===== src/rtl/branch_pkg.sv =====
// ---------------------------------------------------------------------------
// branch_pkg
// Shared definitions for the branch predictor / resolver slice.
//   - BR_* : encodings of the 3-bit branch_src selector
//   - bht_state_t : 2-bit saturating predictor counter states
//   - is_conditional() : true for branch types that train the predictor
//   - bht_next() : saturating counter step toward the resolved outcome
// ---------------------------------------------------------------------------
package branch_pkg;

    localparam logic [2:0] BR_BEQ  = 3'b000;
    localparam logic [2:0] BR_BNE  = 3'b001;
    localparam logic [2:0] BR_NONE = 3'b010;
    localparam logic [2:0] BR_JUMP = 3'b011;
    localparam logic [2:0] BR_BLT  = 3'b100;
    localparam logic [2:0] BR_BGE  = 3'b101;
    localparam logic [2:0] BR_BGEU = 3'b110;
    localparam logic [2:0] BR_BLTU = 3'b111;

    typedef enum logic [1:0] {
        SNT = 2'b00,
        WNT = 2'b01,
        WT  = 2'b10,
        ST  = 2'b11
    } bht_state_t;

    // Only real conditional branches train the table; "no branch" and
    // unconditional jumps carry no useful direction history.
    function automatic logic is_conditional(input logic [2:0] src);
        return !((src == BR_NONE) || (src == BR_JUMP));
    endfunction

    function automatic bht_state_t bht_next(input bht_state_t cur, input logic taken);
        bht_state_t nxt;
        nxt = cur;
        case (cur)
            SNT: nxt = taken ? WNT : SNT;
            WNT: nxt = taken ? WT  : SNT;
            WT:  nxt = taken ? ST  : WNT;
            ST:  nxt = taken ? ST  : WT;
            default: nxt = WNT;
        endcase
        return nxt;
    endfunction

endpackage


===== src/rtl/branch_cond_eval.sv =====
// ---------------------------------------------------------------------------
// branch_cond_eval
// Purely combinational branch condition evaluation.
// Ports:
//   data_1, data_2 : rs1 / rs2 operands (DATA_WIDTH)
//   branch_src     : branch type selector (BR_* encoding)
//   valid          : instruction in execute is a branch/jump
//   taken          : resolved outcome, forced low when valid is low
// ---------------------------------------------------------------------------
module branch_cond_eval
    import branch_pkg::*;
#(
    parameter int DATA_WIDTH = 32
) (
    input  logic [DATA_WIDTH-1:0] data_1,
    input  logic [DATA_WIDTH-1:0] data_2,
    input  logic [2:0]            branch_src,
    input  logic                  valid,
    output logic                  taken
);

    logic eq;
    logic lt_s;
    logic lt_u;
    logic cond;

    assign eq   = (data_1 == data_2);
    assign lt_s = ($signed(data_1) < $signed(data_2));
    assign lt_u = (data_1 < data_2);

    always_comb begin
        // NOTE: default assigned before the case so every path drives cond;
        // otherwise a latch is inferred.
        cond = 1'b0;
        case (branch_src)
            BR_BEQ:  cond = eq;
            BR_BNE:  cond = !eq;
            BR_NONE: cond = 1'b0;
            BR_JUMP: cond = 1'b1;
            BR_BLT:  cond = lt_s;
            BR_BGE:  cond = !lt_s;
            BR_BGEU: cond = !lt_u;
            BR_BLTU: cond = lt_u;
            default: cond = 1'b0;
        endcase
    end

    assign taken = valid && cond;

endmodule


===== src/rtl/branch_predict_resolve.sv =====
// ---------------------------------------------------------------------------
// branch_predict_resolve
// Fetch-stage 2-bit BHT predictor plus execute-stage branch resolution.
// Ports:
//   clk, rst           : clock (rising edge), async active-high reset
//   fetch_pc           : PC being fetched
//   fetch_pred_taken   : prediction for fetch_pc (MSB of indexed counter)
//   ex_valid           : branch/jump present in execute
//   ex_pc              : PC of the execute instruction (selects entry to train)
//   ex_branch_src      : branch type selector
//   ex_data_1/2        : rs1 / rs2 operands
//   ex_pred_taken      : prediction made at fetch for this instruction
//   pc_src             : resolved outcome (select branch target)
//   mispredict, flush  : outcome disagrees with prediction
//   branch_count       : saturating count of conditional branches resolved
//   mispredict_count   : saturating count of mispredictions of any type
// ---------------------------------------------------------------------------
module branch_predict_resolve
    import branch_pkg::*;
#(
    parameter int DATA_WIDTH  = 32,
    parameter int BHT_ENTRIES = 64,
    parameter int INDEX_LSB   = 2,
    parameter int COUNT_WIDTH = 32
) (
    input  logic                   clk,
    input  logic                   rst,
    input  logic [DATA_WIDTH-1:0]  fetch_pc,
    output logic                   fetch_pred_taken,
    input  logic                   ex_valid,
    input  logic [DATA_WIDTH-1:0]  ex_pc,
    input  logic [2:0]             ex_branch_src,
    input  logic [DATA_WIDTH-1:0]  ex_data_1,
    input  logic [DATA_WIDTH-1:0]  ex_data_2,
    input  logic                   ex_pred_taken,
    output logic                   pc_src,
    output logic                   mispredict,
    output logic                   flush,
    output logic [COUNT_WIDTH-1:0] branch_count,
    output logic [COUNT_WIDTH-1:0] mispredict_count
);

    localparam int IDX_W = $clog2(BHT_ENTRIES);
    localparam logic [COUNT_WIDTH-1:0] CNT_ONE = COUNT_WIDTH'(1);

    bht_state_t bht_q [BHT_ENTRIES];
    bht_state_t bht_entry_d;

    logic [COUNT_WIDTH-1:0] branch_count_q,     branch_count_d;
    logic [COUNT_WIDTH-1:0] mispredict_count_q, mispredict_count_d;

    logic [IDX_W-1:0] fetch_idx;
    logic [IDX_W-1:0] ex_idx;
    logic             bht_update;
    logic             unused_pc_bits;

    assign fetch_idx = fetch_pc[INDEX_LSB +: IDX_W];
    assign ex_idx    = ex_pc[INDEX_LSB +: IDX_W];

    // Only the index slice of each PC is meaningful here.
    assign unused_pc_bits = ^{fetch_pc, ex_pc};

    // Read from registered state only: a same-cycle update to this entry
    // becomes visible on the following cycle.
    assign fetch_pred_taken = bht_q[fetch_idx][1];

    branch_cond_eval #(
        .DATA_WIDTH (DATA_WIDTH)
    ) u_cond_eval (
        .data_1     (ex_data_1),
        .data_2     (ex_data_2),
        .branch_src (ex_branch_src),
        .valid      (ex_valid),
        .taken      (pc_src)
    );

    assign mispredict = ex_valid && (pc_src != ex_pred_taken);
    assign flush      = mispredict;

    assign bht_update = ex_valid && is_conditional(ex_branch_src);

    always_comb begin
        bht_entry_d        = bht_next(bht_q[ex_idx], pc_src);
        branch_count_d     = branch_count_q;
        mispredict_count_d = mispredict_count_q;
        // Counters saturate at all-ones instead of wrapping.
        if (bht_update && (branch_count_q != '1)) begin
            branch_count_d = branch_count_q + CNT_ONE;
        end
        if (mispredict && (mispredict_count_q != '1)) begin
            mispredict_count_d = mispredict_count_q + CNT_ONE;
        end
    end

    always_ff @(posedge clk or posedge rst) begin
        if (rst) begin
            // NOTE: the table is reset explicitly because its WNT start value
            // is observable through fetch_pred_taken; it cannot be left to RAM
            // power-up contents.
            for (int i = 0; i < BHT_ENTRIES; i++) begin
                bht_q[i] <= WNT;
            end
            branch_count_q     <= '0;
            mispredict_count_q <= '0;
        end else begin
            // NOTE: non-blocking assignments keep every register sampling the
            // pre-edge values, so read/write ordering cannot race.
            if (bht_update) begin
                bht_q[ex_idx] <= bht_entry_d;
            end
            branch_count_q     <= branch_count_d;
            mispredict_count_q <= mispredict_count_d;
        end
    end

    assign branch_count     = branch_count_q;
    assign mispredict_count = mispredict_count_q;

endmodule


===== config.mk =====
export PLATFORM = sky130hd
export DESIGN_NAME = branch_predict_resolve
export DESIGN_NICKNAME = d
export VERILOG_FILES = /design/src/rtl/branch_pkg.sv /design/src/rtl/branch_cond_eval.sv /design/src/rtl/branch_predict_resolve.sv
export SDC_FILE = /design/constraint.sdc
export NUM_CORES = 1
export LEC_CHECK = 0
export ABC_AREA = 1
export CORE_MARGIN = 2
export CORE_UTILIZATION = 40
export CTS_BUF_LIST = sky130_fd_sc_hd__clkbuf_4 sky130_fd_sc_hd__clkbuf_8
export DETAILED_ROUTE_END_ITERATION = 12
export GPL_ROUTABILITY_DRIVEN = 0
export GPL_TIMING_DRIVEN = 0
export HOLD_SLACK_MARGIN = 0.02
export SLEW_MARGIN = 20
export SYNTH_ARGS = -nofsm -noshare
export SYNTH_HDL_FRONTEND = slang
export SYNTH_HIERARCHICAL = 1
export SYNTH_SLANG_ARGS = --single-unit

===== constraint.sdc =====
create_clock -name clk -period 8.6 [get_ports clk]
set_clock_uncertainty 0.2 [all_clocks]
set_input_delay 1.29 -clock clk [delete_from_list [all_inputs] [get_ports clk]]
set_output_delay 1.29 -clock clk [all_outputs]
set_load 0.02 [all_outputs]

# Yosys cells after proc, flatten, opt, wreduce, memory -nomap -nowiden

Index checks and enable logic that the tools add are counted.

Register bits after elaboration: 192
Word-level logic and storage cells: 117

Magnitude comparators: 5
Eq/ne operators: 14
Bitwise gates (word level): 2
Add/sub/neg operators: 2
Muxes and demuxes: 15
Reductions and logical operators: 13

Operators with widths:

| kind                  | number |
|---|---|
| $bwmux 128            | 1 |
| $add 32x1->32 const B | 2 |
| $lt 32x32->1          | 2 |
| $ne 32x32->1 const B  | 2 |
| $eq 32x32->1          | 1 |
| $bmux 2 s6            | 2 |
| $ge 7x7->1 const B    | 2 |
| $mux 2                | 7 |
| $not 6->7             | 2 |
| $demux 2 s6           | 1 |
| $eq 3x3->1 const B    | 4 |
| $pmux 1 s8            | 1 |
| $pmux 2 s4            | 1 |
| $lt 7x1->1 const B    | 1 |
| $eq 3x2->1 const B    | 2 |
| $logic_and 1x1->1     | 6 |
| $eq 2x2->1 const B    | 2 |
| $logic_not 1->1       | 4 |
| $eq 3x1->1 const B    | 1 |
| $logic_not 3->1       | 1 |
| $eq 2x1->1 const B    | 1 |
| $logic_not 2->1       | 1 |
| $mux 1                | 2 |
| $logic_or 1x1->1      | 1 |
| $ne 1x1->1            | 1 |

# Longest topological paths before layout

Gate-level depths: netlist of run 1.

Depth after elaboration: 7
Mapped depth: 27
Depth with buffers taken out: 27

# Hierarchy

The synthesis of run 1 kept the hierarchy.

Modules (own cells, without submodules):

| module                 | area an instance (sq um) | cells each | times used | seq. area each (sq um) |
|---|---|---|---|---|
| branch_predict_resolve | 11141.9                  | 1640       | 1          | 4884.7 |
| branch_cond_eval       | 1029.7                   | 164        | 1          | 0.0 |

# Worst setup path after synthesis of run 1

OpenSTA, ideal clock, no wires.

Path kind: input to output
Start point: input ex_data_2[31]
End point: output mispredict
Stages on the path: 15
Data required time: 7.110 ns
Path slack: 3.504 ns
Arrival: 3.606 ns
Cells stage by stage: inv_1 ha_1 nand2_1 nor2_2 nand2_2 nor4_4 nand2_2 nand2_2 nand2_1 nand3_2 nand2_2 a21oi_2 o21ai_0 a21oi_1 buf_4

Longest elaborated chain between the ends: 6
Elaborated cells on any way between the ends: 10
Those cells by class: order compare: 2; eq/ne: 2; mux: 1; reduce/logical: 5

Ends and longest elaborated chain:

| what                                       | RTL line                                                               | text |
|---|---|---|
| start, declared                            | branch_predict_resolve.sv:34                                           | `input logic [DATA_WIDTH-1:0] ex_data_2,` |
| $lt 32x32->1, or another cell as far along | branch_cond_eval.sv:29                                                 | `assign lt_u = (data_1 < data_2);` |
| $logic_not 1->1 (on tied branches)         | branch_cond_eval.sv:42, branch_cond_eval.sv:37, branch_cond_eval.sv:41 |  |
| $pmux 1 s8 (*)                             | branch_cond_eval.sv:35                                                 | `case (branch_src)` |
| $logic_and 1x1->1 (*)                      | branch_cond_eval.sv:48                                                 | `assign taken = valid && cond;` |
| via pc_src                                 | branch_predict_resolve.sv:36                                           | `output logic pc_src,` |
| $ne 1x1->1 (*)                             | branch_predict_resolve.sv:77                                           | `assign mispredict = ex_valid && (pc_src != ex_pred_taken);` |
| $logic_and 1x1->1 (*)                      | branch_predict_resolve.sv:77                                           |  |
| end, declared                              | branch_predict_resolve.sv:37                                           | `output logic mispredict,` |

The timed path passes the listed nets; every way through them passes the cells marked *.

# Final worst setup path of run 1

Start point: input ex_data_2[31]
End point: output mispredict

Longest elaborated chain between the ends: 6
Elaborated cells on any way between the ends: 10
Those cells by class: order compare: 2; eq/ne: 2; mux: 1; reduce/logical: 5

Ends and longest elaborated chain:

| what                                       | RTL line |
|---|---|
| $lt 32x32->1, or another cell as far along | branch_cond_eval.sv:29 |
| $logic_not 1->1 (on tied branches)         | branch_cond_eval.sv:42, branch_cond_eval.sv:37, branch_cond_eval.sv:41 |
| $pmux 1 s8 (*)                             | branch_cond_eval.sv:35 |
| $logic_and 1x1->1 (*)                      | branch_cond_eval.sv:48 |
| $ne 1x1->1 (*)                             | branch_predict_resolve.sv:77 |
| $logic_and 1x1->1 (*)                      | branch_predict_resolve.sv:77 |

Every way passes the cells marked *; elsewhere a longest branch is shown, timed or not.

==> results.ini, run 1 <==
[timing]
grt_setup_unrepaired=false
finalHoldViolations=0
worstMarginPinSlew_ns=0.980
finalSetupViolCount=0
slew_violations=0
fin_crit_sh_pct=73.8
fin_crit_ns=6.35
relSlewSlack_pct=34.7
timing.fmax_ghz=0.157

[power_and_ir_drop]
p_sw_share_pct=33.3
leakage_nw=7.25
p_int_w=0.00146
power_w=0.00220
ir_worst_vdd_uv=119
power_frac_comb_pct=22.4
p_switching_w=0.000732
seqPwrFrac_pct=48.1
pwr-share-clk_pct=29.5
power.density_nw_per_um2=151

[yosys]
postSynthAreaPerCell_um2=6.75
synth_area_leaders=dfrtp_1 (26%), nand2_1 (25%), dfstp_2 (14%), inv_1 (6.0%), nor2_1 (5.2%)
seq_area_frac_synth_pct=40.1
synth.distinct_cells=41
postSynth.asyncResetShare_pct=100
yosysWarnings=6
synth.cell_area_um2=12200
synth_area_leader_cell=dfrtp_1
synth_nets=1973
synthCells=1804
ys_ff_latch=192
synth_commonest_cells=nand2_1 (796), inv_1 (196), nor2_1 (168)
synth_edf_count=0
synthFlopType=dfrtp_1
synthMostInstantiatedCell=nand2_1
synth_top_area_share_pct=26.3

[job]
drv_cap=0

[hold_path]
worstHoldPathType=reg -> reg

[floorplan]
die-area_um2=31800
start_util_pct=40.8
die_x_um=178
die_h_um=178
pin_count=203
coreArea_um2=29800
num_rows=63

[cells_and_area]
fillers=2983
utilization_pct=48.9
nNetsFinal=2140
instances_no_fill=2374
stdcell_area_um2=14600
drive_above_1_share_pct=8.11
n_antenna_cell=0
area_growth_pct=19.8

[clock_tree]
clk_latency_ns=0.49
clock_sinks=192
post_cts_buffers=0
cts_tree=yes
clk_pin_slew_ns=0.10
cts-resized-gates=0
cts_root_buffer=clkbuf_8
numCtsBuffers=17
hold_buffers=0
clock_path_buffers=2
cts_max_level=4

[global_routing]
grt_use_total_pct=25.7
antenna_found_initial=0
grt_util_met2_pct=41.5
use_met3_pct=4.77
top_usage_layer=met2
grt_pass1_wl_mm=62.9
overflow=0
grt_max_degree=99
met1_usage_pct=34.5
grt_pass1_vias=11600

[detailed_routing]
wirelength_mm=39.2
wl_per_cell_um=16.5
first_pass_iters=7
drc=0
dr.first_iter.drc_count=1089
ant_nets=0
avgViaCountPerCell=5.04
vias=12000

[placement]
dp_hpwl_mm=28.0
place_area_um2=14200
dp_cells=2342
numPortBuffers=147

[critical_path]
required_ns=7.11
cp-start-kind=input port
cp.arrival_ns=4.86
path_class=in -> out
crit_path_end_kind=primary output
cp_max_fo=5

[status]
status=finished clean

## cell type report
type	count	area [um2]	area share, %
Multi-Input combinational cell	1353	6200	42.5
Clock inverter	14	168	1.15
Inverter	201	762	5.23
Clock buffer	18	248	1.70
Sequential cell	192	4880	33.5
Tap cell	390	488	3.35
Buffer	58	329	2.26
Timing Repair Buffer	148	1500	10.3
## state kept, by name (all words and copies together) (netlist names)
register          cells
bht_q               128
branch_count         32
mispredict_count     32
## placed cells by master (no fill, tap or decap), types with 2 or more instances in the layout
cell type / count
a21oi_1: 25
buf_1: 3
buf_2: 22
buf_4: 6
buf_6: 8
bufinv_16: 2
clkbuf_1: 18
clkbuf_8: 18
clkdlybuf4s50_1: 147
clkinv_2: 2
clkinv_4: 2
dfrtp_1: 128
dfstp_2: 64
ha_1: 34
inv_1: 195
inv_2: 5
inv_6: 4
inv_8: 5
nand2_1: 796
nand2_2: 7
nand2_4: 3
nand3_1: 112
nand3_2: 2
nand3b_1: 3
nand4_1: 16
nor2_1: 168
nor2_2: 2
nor3_1: 42
nor4_1: 6
o211ai_1: 8
o21ai_0: 45
o21ai_1: 5
o22ai_1: 7
or2_2: 2
xnor2_1: 24
xor2_1: 35
## per-layer routing
metal	share of wire, %	wire length [um]	vias to the layer above
met3	7.4	2920	78
met2	46	17900	434
li1	-	-	5899
met4	3.1	1240	0
met1	44	17200	5557
met5	0	0	-
## stage by stage
stage                     setup TNS [ns]  setup WS [ns]  hold WS, ns
final                                  0           2.25        0.273
after global routing                   0           1.95        0.280
after CTS                              0           2.17        0.274
after detailed placement               0           2.18        0.257
after global placement           -120.31         -0.961        0.253
after floorplan                        0           1.99        0.247
## worst paths after layout
path                       slack, ns  depth (start not counted)                       startpoint                               end
max                             2.25                         17                    ex_data_2[31]                        mispredict
min                             0.27                          2            bht_q[32]$_DFFE_PP1P_             bht_q[32]$_DFFE_PP1P_
max reg2reg                     6.09                         13  mispredict_count[0]$_DFFE_PP0P_  mispredict_count[30]$_DFFE_PP0P_
min reg2reg                     0.27                          2            bht_q[32]$_DFFE_PP1P_             bht_q[32]$_DFFE_PP1P_
max in group asynchronous       6.14                          3                              rst             bht_q[26]$_DFFE_PP1P_
min in group asynchronous       1.10                          2                              rst      branch_count[23]$_DFFE_PP0P_
## worst max-delay path, stage by stage
cell             delay, ns
clkdlybuf4s50_1       0.45
inv_1                 0.04
ha_1                  0.34
nand2_1               0.10
nor2_2                0.14
nand2_2               0.09
nor4_4                0.20
nand2_2               0.13
nand2_2               0.09
nand2_1               0.06
nand3_2               0.06
nand2_2               0.05
a21oi_2               0.35
o21ai_0               0.16
a21oi_1               0.51
buf_4                 0.21
clkdlybuf4s50_1       0.59
## cell families (layout without fill, tap and decap cells)
logic type | Yosys count | after routing | synth area share, %
DFF | 192 | 192 | 40.1
and+or+nand+nor | 1163 | 1163 | 38.7
buffers and inverters | 259 | 439 | 8.90
AOI/OAI and AO/OA | 97 | 97 | 4.50
adders and majority gates | 34 | 34 | 3.50
xor gates and xnor gates | 59 | 59 | 4.25
## power by group through the flow
stage / logic [W] / registers [W] / clock network (W)
after floorplan: 0.000265 / 0.00109 / 0
after global placement: 0.000482 / 0.00107 / 0
after detailed placement: 0.000490 / 0.00107 / 0
after CTS: 0.000493 / 0.00106 / 0.000662
after global routing: 0.000546 / 0.00107 / 0.000705
final: 0.000492 / 0.00106 / 0.000647
(Power assumes the default switching activity.)
==> run 2, diff against run 1 <==
--- a/config.mk
+++ b/config.mk
@@ -13,6 +13,7 @@
 export GPL_ROUTABILITY_DRIVEN = 0
 export GPL_TIMING_DRIVEN = 0
 export HOLD_SLACK_MARGIN = 0.02
+export PLACE_DENSITY = 0.65
 export SLEW_MARGIN = 20
 export SYNTH_ARGS = -nofsm -noshare
 export SYNTH_HDL_FRONTEND = slang
==> constraint.sdc (replaced) <==
create_clock -name clk -period 5.4 [get_ports clk]
set_clock_uncertainty 0.2 [all_clocks]
set_input_delay 0.81 -clock clk [delete_from_list [all_inputs] [get_ports clk]]
set_output_delay 0.81 -clock clk [all_outputs]
set_load 0.02 [all_outputs]
==> run 2 against run 1 <==
  * Via count grew 1.7%
  * Final cell count grew 0.21%
  * Design area grew 0.91%
  * Combinational power grew 62%
  * Largest power group unchanged
==> results.ini, run 2 (synthesis gave the netlist of run 1 again) <==
[floorplan]
start_util_pct=40.8
coreArea_um2=29800
die_h_um=178
die-area_um2=31800
num_rows=63
die_x_um=178
pin_count=203

[timing]
worstMarginPinSlew_ns=0.931
slew_violations=0
finalSetupViolCount=0
fin_crit_sh_pct=94.5
timing.fmax_ghz=0.196
finalHoldViolations=0
relSlewSlack_pct=37.9
postLayoutSetupSlackWorst_ns=0.295
grt_setup_unrepaired=false
fin_crit_ns=5.11

[detailed_routing]
vias=12200
wl_per_cell_um=16.5
avgViaCountPerCell=5.12
first_pass_iters=8
wirelength_mm=39.2
drc=0
dr.first_iter.drc_count=1029
ant_nets=0

[cells_and_area]
layout_commonest_cell=nand2_1
top_register=bht_q
utilization_pct=49.4
nNetsFinal=2145
n_antenna_cell=0
multi_input_area_um2=6210
fillers=3003
instances_no_fill=2379
regArea_um2=4880
largest_reg_flops=128
drive_above_1_share_pct=8.40
area_growth_pct=20.9
final_cell_mix=nand2_1 (796), inv_1 (195), nor2_1 (168)

[placement]
numPortBuffers=147
dp_slack_ns=-0.0570
dp_cells=2347
dp_hpwl_mm=28.0

[job]
drv_cap=0

[clock_tree]
post_cts_buffers=0
clock_path_buffers=2
cts_root_buffer=clkbuf_8
cts_tree=yes
clk_latency_ns=0.50
clk_pin_slew_ns=0.09
numCtsBuffers=17
cts_max_level=4
clock_sinks=192

[critical_path]
cp_max_fo=5
required_ns=4.39
cp.arrival_ns=4.10
path_class=in -> out
crit_path_end_kind=primary output
cp-start-kind=input port

[global_routing]
overflow=0
top_usage_layer=met2
grt_util_met2_pct=39.9
grt_pass1_wl_mm=62.8
grt_pass1_vias=12000
use_met3_pct=5.07
grt_use_total_pct=25.4
antenna_found_initial=0
grt_max_degree=33
met1_usage_pct=34.1

[power_and_ir_drop]
power.density_nw_per_um2=244
leakage_nw=7.30
ir_worst_vdd_uv=178

[hold_path]
worstHoldPathType=reg -> reg

[status]
status=finished clean

-- run 2: cell count changes in the layout (fill, tap and decap cells not counted), moves of 2 or more --
cell	change
clkinvlp_4	+4
bufinv_16	+2
inv_8	-5
buf_12	+6
clkinv_4	-2
clkbuf_4	+3
clkinv_2	-2
-- run 2: worst max-delay path, cell delays in order --
cell	delay, ns
clkdlybuf4s50_1	0.45
inv_1	0.04
ha_1	0.34
nand2_1	0.11
nor2_2	0.14
nand2_2	0.09
nor4_4	0.20
nand2_2	0.13
nand2_2	0.09
nand2_1	0.06
nand3_2	0.06
nand2_2	0.06
a21oi_4	0.27
o21ai_0	0.16
a21oi_2	0.30
buf_4	0.17
clkdlybuf4s50_1	0.59
-- run 2: power breakdown --
group	leakage (nW)	switching (W)	internal (W)
logic	4.66	0.000487	0.000310
clock network	0.218	0.000575	0.000539
registers	2.42	0.0000980	0.00159
-- run 2: metrics by stage --
step	setup TNS, ns	power, W	instance area (um2)	hold WS (ns)
5_1_grt	0	0.00376	14700	0.282
6_report	0	0.00359	14700	0.271
2_1_floorplan	0	0.00215	12200	0.247
4_1_cts	0	0.00360	14700	0.272
3_3_place_gp	0	0.00247	14100	0.253
3_5_place_dp	-0.0570	0.00249	14300	0.257
-- run 2: layout make-up --
class                   count  area share [%]
plain buffers              58            2.24
inverters                 201            5.15
repair buffers            153            10.8
clock buffers              21            1.84
clock inverters            11            1.21
well taps                 390            3.32
multi-input cells        1353            42.2
flip-flops and latches    192            33.2
-- run 2: timing repair --
item / in CTS / in global routing
gates resized for setup: 1 / 1
hold buffers: 0 / 0
endpoints found under the setup margin: 1 / 1
-- run 2: layer usage --
metal / vias to the layer above / routed length, um
met2: 515 / 17500
met3: 104 / 3420
met5: - / 0
li1: 5907 / -
met1: 5646 / 16700
met4: 0 / 1590
-- run 2: worst paths after layout --
check                      cells past startpoint                             from  slack [ns]                          endpoint
max                                           17                    ex_data_2[31]        0.29                        mispredict
max in group asynchronous                      5                              rst        3.39             bht_q[18]$_DFFE_PP1P_
min reg2reg                                    2            bht_q[28]$_DFFE_PP1P_        0.27             bht_q[28]$_DFFE_PP1P_
min in group asynchronous                      2                              rst        0.50  mispredict_count[29]$_DFFE_PP0P_
max reg2reg                                   13  mispredict_count[0]$_DFFE_PP0P_        2.91  mispredict_count[30]$_DFFE_PP0P_
min                                            2            bht_q[28]$_DFFE_PP1P_        0.27             bht_q[28]$_DFFE_PP1P_
==> run 3, diff against run 2 <==
--- a/config.mk
+++ b/config.mk
@@ -14,7 +14,6 @@
 export GPL_TIMING_DRIVEN = 0
 export HOLD_SLACK_MARGIN = 0.02
 export PLACE_DENSITY = 0.65
-export SLEW_MARGIN = 20
 export SYNTH_ARGS = -nofsm -noshare
 export SYNTH_HDL_FRONTEND = slang
 export SYNTH_HIERARCHICAL = 1
==> run 3 against run 2 <==
  * Via count increased by 1.4%
  * Utilization barely moved
  * Sequential share of layout area about the same
==> results.ini, run 3 (synthesis gave the netlist of run 1 again) <==
[timing]
finalSetupViolCount=0
fin_crit_sh_pct=94.1
grt_setup_unrepaired=false
timing.fmax_ghz=0.197
worstMarginPinSlew_ns=0.884
relSlewSlack_pct=41.0
finalHoldViolations=0
whs_ns=0.270
fin_crit_ns=5.08
slew_violations=0

[cells_and_area]
n_antenna_cell=0
largest_reg_flops=128
layout_commonest_cell=nand2_1
area_growth_pct=20.9
top_register=bht_q
final_cell_mix=nand2_1 (796), inv_1 (195), nor2_1 (168)
nNetsFinal=2144
drive_above_1_share_pct=8.35
instances_no_fill=2378
utilization_pct=49.4
fillers=2983

[detailed_routing]
vias=12300
ant_nets=0
wirelength_mm=39.5
avgViaCountPerCell=5.19
wl_per_cell_um=16.6
dr.first_iter.drc_count=1050
drc=0
first_pass_iters=5

[clock_tree]
numCtsBuffers=17
clk_latency_ns=0.49
cts_root_buffer=clkbuf_8
post_cts_buffers=0
clock_path_buffers=2
clk_pin_slew_ns=0.09
cts-resized-gates=1
cts_max_level=4
cts_tree=yes
clock_sinks=192
hold_buffers=0

[power_and_ir_drop]
power.density_nw_per_um2=247
p_sw_share_pct=31.6
ir_worst_vdd_uv=163
power_frac_comb_pct=21.9
pwr-share-clk_pct=31.8
leakage_nw=7.31
p_switching_w=0.00115
seqPwrFrac_pct=46.3
p_int_w=0.00249
power_w=0.00364

[hold_path]
worstHoldPathType=reg -> reg

[global_routing]
grt_pass1_wl_mm=63.3
antenna_found_initial=0
grt_pass1_vias=12100
grt_max_degree=42
grt_use_total_pct=25.5
overflow=0

[critical_path]
crit_path_end_kind=primary output
cp-start-kind=input port
cp_max_fo=5
cp.arrival_ns=4.07
rrSetupSlack_ns=2.88
required_ns=4.39
path_class=in -> out

[floorplan]
num_rows=63
pin_count=203
start_util_pct=40.8
die_h_um=178
die_x_um=178
coreArea_um2=29800
die-area_um2=31800

[status]
status=finished clean

[placement]
dp_cells=2346
numPortBuffers=147
dp_hpwl_mm=28.1

[job]
drv_cap=0

==> run 3: cell count changes in the layout (fill, tap and decap cells not counted), sizes merged <==
cell	previous run	this run
clkinvlp	4	2
clkinv	0	1
buf	45	44
bufinv	4	5
==> run 3: power by group through the flow <==
stage / registers [W] / logic, W / clock network [W]
2_1_floorplan: 0.00173 / 0.000422 / 0
3_3_place_gp: 0.00171 / 0.000765 / 0
3_5_place_dp: 0.00171 / 0.000786 / 0
4_1_cts: 0.00168 / 0.000790 / 0.00118
5_1_grt: 0.00170 / 0.000870 / 0.00123
6_report: 0.00168 / 0.000797 / 0.00116
==> run 3: cell type report <==
cell class	count	area, um2	area share, %
Multi-Input combinational cell	1353	6210	42.2
Sequential cell	192	4880	33.2
Timing Repair Buffer	152	1570	10.7
Inverter	201	758	5.15
Tap cell	390	488	3.31
Buffer	58	329	2.24
Clock buffer	21	277	1.88
Clock inverter	11	198	1.34
==> run 3: metrics by stage <==
| step | cell area [um2] | setup slack [ns] | setup TNS (ns) |
|---|---|---|---|
| final | 14700 | 0.319 | 0 |
| after global routing | 14700 | 0.0948 | 0 |
| after CTS | 14700 | 0.135 | 0 |
| after detailed placement | 14200 | -0.0322 | -0.0322 |
| after global placement | 14100 | 0.00872 | 0 |
| after floorplan | 12200 | 1.24 | 0 |
==> run 3: per-layer routing <==
metal	vias up	track usage, %	wire length (um)
met5	-	0	0
met4	0	9.59	1420
met1	5775	33.8	16800
met3	105	5.26	3660
li1	5917	-	-
met2	551	41.1	17600
==> run 3: final timing paths <==
path / start / end / cells past startpoint
max in group asynchronous: rst / bht_q[16]$_DFFE_PP1P_ / 5
min in group asynchronous: rst / mispredict_count[29]$_DFFE_PP0P_ / 2
worst min register to register: bht_q[20]$_DFFE_PP1P_ / bht_q[20]$_DFFE_PP1P_ / 2
worst max register to register: mispredict_count[0]$_DFFE_PP0P_ / mispredict_count[30]$_DFFE_PP0P_ / 13
worst min-delay path: bht_q[20]$_DFFE_PP1P_ / bht_q[20]$_DFFE_PP1P_ / 2
worst max-delay path: ex_data_2[31] / mispredict / 17
==> run 3: worst max-delay path, stage by stage <==
cell and delay [ns]:
clkdlybuf4s50_1 0.45, inv_1 0.04, ha_1 0.34, nand2_1 0.10
nor2_2 0.14, nand2_2 0.10, nor4_4 0.20, nand2_2 0.13
nand2_2 0.09, nand2_1 0.06, nand3_2 0.06, nand2_2 0.07
a21oi_4 0.26, o21ai_0 0.16, a21oi_2 0.30, buf_4 0.17
clkdlybuf4s50_1 0.59
